**config.mk**
```make
export PLATFORM = sky130hd
export DESIGN_NAME = controlled_reg
export DESIGN_NICKNAME = d
export VERILOG_FILES = /design/src/rtl/controlled_reg.sv
export SDC_FILE = /design/constraint.sdc
export NUM_CORES = 1
export LEC_CHECK = 0
export CORE_AREA = 8 8 45 47
export CTS_BUF_LIST = sky130_fd_sc_hd__clkbuf_8 sky130_fd_sc_hd__clkbuf_16
export CTS_CLUSTER_SIZE = 16
export DETAILED_ROUTE_END_ITERATION = 10
export DIE_AREA = 0 0 53 55
export PLACE_DENSITY = 0.33
export SLEW_MARGIN = 20
export SYNTH_ARGS = -nofsm -noshare
export SYNTH_HDL_FRONTEND = slang
export SYNTH_SLANG_ARGS = --single-unit
```
**constraint.sdc**
```tcl
create_clock -name clk_in -period 1.4 [get_ports clk_in]
set_input_delay 0.28 -clock clk_in [delete_from_list [all_inputs] [get_ports clk_in]]
set_output_delay 0.28 -clock clk_in [all_outputs]
set_load 0.01 [all_outputs]
```
**src/rtl/controlled_reg.sv**
```systemverilog
// rtl/controlled_reg.sv - clock-enabled masked storage register with clear, valid flag and change pulse
// Optional registered even-parity output enabled by defining CONTROLLED_REG_PARITY_EN.
`timescale 1ns/1ps
module controlled_reg #(
    parameter int unsigned          WIDTH   = 1,
    parameter logic [WIDTH-1:0]     RST_VAL = '0
) (
    input  logic             clk_in,
    input  logic             rst_n_in,
    input  logic [WIDTH-1:0] d_in,
    input  logic             ce_in,
    input  logic [WIDTH-1:0] wmask_in,
    input  logic             clr_in,
    output logic [WIDTH-1:0] q_out,
    output logic             valid_out,
    output logic             changed_out
`ifdef CONTROLLED_REG_PARITY_EN
    ,
    output logic             parity_out
`endif
);

    logic [WIDTH-1:0] q_q, q_d;
    logic             valid_q, valid_d;
    logic             changed_q, changed_d;

    always_comb begin
        q_d       = q_q;
        valid_d   = valid_q;
        changed_d = 1'b0;
        if (clr_in) begin
            q_d       = RST_VAL;
            valid_d   = 1'b0;
            changed_d = (q_q != RST_VAL);
        end else if (ce_in) begin
            // Masked-off bits keep their stored value; a zero mask still marks the word written.
            q_d       = (q_q & ~wmask_in) | (d_in & wmask_in);
            valid_d   = 1'b1;
            changed_d = (q_d != q_q);
        end
    end

    always_ff @(posedge clk_in) begin
        if (!rst_n_in) begin
            q_q       <= RST_VAL;
            valid_q   <= 1'b0;
            changed_q <= 1'b0;
        end else begin
            q_q       <= q_d;
            valid_q   <= valid_d;
            changed_q <= changed_d;
        end
    end

    assign q_out       = q_q;
    assign valid_out   = valid_q;
    assign changed_out = changed_q;

`ifdef CONTROLLED_REG_PARITY_EN
    logic parity_q, parity_d;

    always_comb begin
        parity_d = ^q_d;
    end

    always_ff @(posedge clk_in) begin
        if (!rst_n_in) begin
            parity_q <= ^RST_VAL;
        end else begin
            parity_q <= parity_d;
        end
    end

    assign parity_out = parity_q;
`endif

endmodule

```
==> flow_summary.ini <==
[synthesis]
postSynthAreaPerCell_um2 = 8.26
netlist.area_leader.share = 0.485
synth_cell_type_count = 10
syn_area_um2 = 124
syn_nets = 21
ys_seq_area_frac = 0.485
postSynthCellCount = 15
yosys-top-cells-area = dfxtp_1 (48%), nand2_1 (9.1%), or4b_1 (8.1%), nand4b_1 (7.1%), nor2_1 (6.1%)
synth_top_cell_by_area = dfxtp_1
ys_warn_count = 0
ys_ff_latch = 3

[job]
cap_violations = 0

[sta]
timing.fmax_mhz = 758
worst_pin_slew_ns = 0.140
period_needed_ns = 1.32
hold_violations = 0
rsz0062_at_grt = no
fin_skew_ns = 0.00115
setup_violations = 0
slew_violations = 0
min_period_over_period = 0.942
maxSlewHeadroom = 0.906

[final_layout]
diodes = 0
synthToLayoutAreaGrowth_pct = 142
drive_gt1_frac = 0.226
final_nets = 38
final_common_cell = clkdlybuf4s50_1
final_cell_mix = clkdlybuf4s50_1 (6), buf_4 (4), nand2_1 (3), dfxtp_1 (3), clkbuf_8 (3)
fillCellCount = 157
utilization = 0.217

[power_and_ir_drop]
power_leakage_nw = 0.142
ir_drop_mv = 0.435
power_mw = 0.368
p_per_area_mw_per_mm2 = 1230

[clocking]
clockBufferDepth = 2
htreeDepth = 1
clock_latency_ns = 0.21
hold_buffers = 0
clkTransAtPathRegs_ns = 0.03
cts_buffers = 3
cts.sinks = 3
clockRootBuffer = clkbuf_8
cts_resized = 1
cts_tree = done
post_cts_buffers = 0

[worst_setup_path]
critPathKind = input pin to flop
reg2reg_to = changed_out
r2r_start = q_out
start_kind = input pin
worstPathMaxFanout = 2
end_kind = flop
arrival_ns = 1.46
reg2reg_slack_ns = 0.33
crit_required_ns = 1.54
rr_worst_depth = 2
crit_path_start = wmask_in
crit_end = changed_out

[route]
ant_nets = 0
drt_iter0_markers = 0
vias_per_cell = 3.36
vias = 158
routed_wl_um = 444
drcViolationCount = 0
firstDrtPassIters = 1
wl_per_cell_um = 9.45

[global_routing]
grt_pass1_vias = 154
grt_antenna_before_repair = 0
grt_util_all_layers = 0.0388
grt_max_degree = 6
grt_pass1_wl_um = 696
gr-total-overflow = 0

[die]
ioPinCount = 9
core_mm2 = 0.00138
rows = 14
fp.dieArea_mm2 = 0.00292
chipWidth_um = 53
initial_core_util = 0.0895
die_h_um = 55

[placed_design]
hpwl_um = 348
portBuffers = 8
gp_congestion = 0.705

[run_status]
status = finished, final reports clean

[hold_path]
hold_path.class = flop to flop
[Yosys cell counts]
cell type	count
nand3_1	1
a21oi_1	1
dfxtp_1	3
inv_1	1
or4b_1	1
nor2_1	2
nand2b_1	1
nand4b_1	1
nand2_1	3
a31oi_1	1
[worst max-delay path: stages]
cell and delay [ns]:
clkdlybuf4s50_1 0.49, nand2_1 0.07, or4b_1 0.47, a31oi_1 0.14
[state kept, by name, summed over array words and instances (netlist names)]
name,flops
q_out,1
valid_out,1
changed_out,1
[cells by family after synthesis]
kind of cell / after synthesis / share of synthesized area
AND/OR/NAND/NOR: 9 / 0.394
flip-flops: 3 / 0.485
AO/OA/AOI/OAI: 2 / 0.0909
buffers and inverters: 1 / 0.0303
[worst min path at each step]
stage	start	to	slack, ns	depth (start not counted)
2_1_floorplan	rst_n_in	changed_out	0.39	2
3_3_place_gp	valid_out	valid_out	0.47	2
3_5_place_dp	valid_out	valid_out	0.46	2
4_1_cts	valid_out	valid_out	0.48	2
5_1_grt	valid_out	valid_out	0.50	2
6_report	valid_out	valid_out	0.47	2
[power breakdown]
part | switching (mW) | internal, mW | leakage [nW]
Combinational | 0.0128 | 0.0267 | 0.0903
Sequential | 0.00149 | 0.0889 | 0.0244
Clock | 0.0523 | 0.186 | 0.0269
[through the flow]
step	setup WS [ns]	hold slack (ns)	cells	TNS, ns	instance area [um2]
after detailed placement	-0.142	0.464	43	-0.142	254
after CTS	0.0351	0.476	47	0	298
after global placement	-0.156	0.467	43	-0.156	254
final	0.0812	0.473	47	0	300
after global routing	0.0254	0.503	47	0	300
after floorplan	0.356	0.389	15	0	124
[per-layer routing]
layer  vias to the layer above  routed length [um]  track usage  share of wire
met3                         0                  95       0.0508           0.21
met4                         0                   0       0.0388              0
met5                         -                   0            0              0
li1                         84                   -            -              -
met1                        63                 212       0.0364           0.48
met2                        11                 136       0.0371           0.31
[layout make-up]
cell class / count / area [um2] / share of cell area
Timing Repair Buffer: 12 / 111 / 0.371
Sequential cell: 3 / 60.1 / 0.200
Multi-Input combinational cell: 11 / 60.1 / 0.200
Clock buffer: 3 / 41.3 / 0.137
Tap cell: 16 / 20.0 / 0.0667
Clock inverter: 1 / 3.75 / 0.0125
Inverter: 1 / 3.75 / 0.0125
No activity file was read; power rests on OpenSTA's default activity.
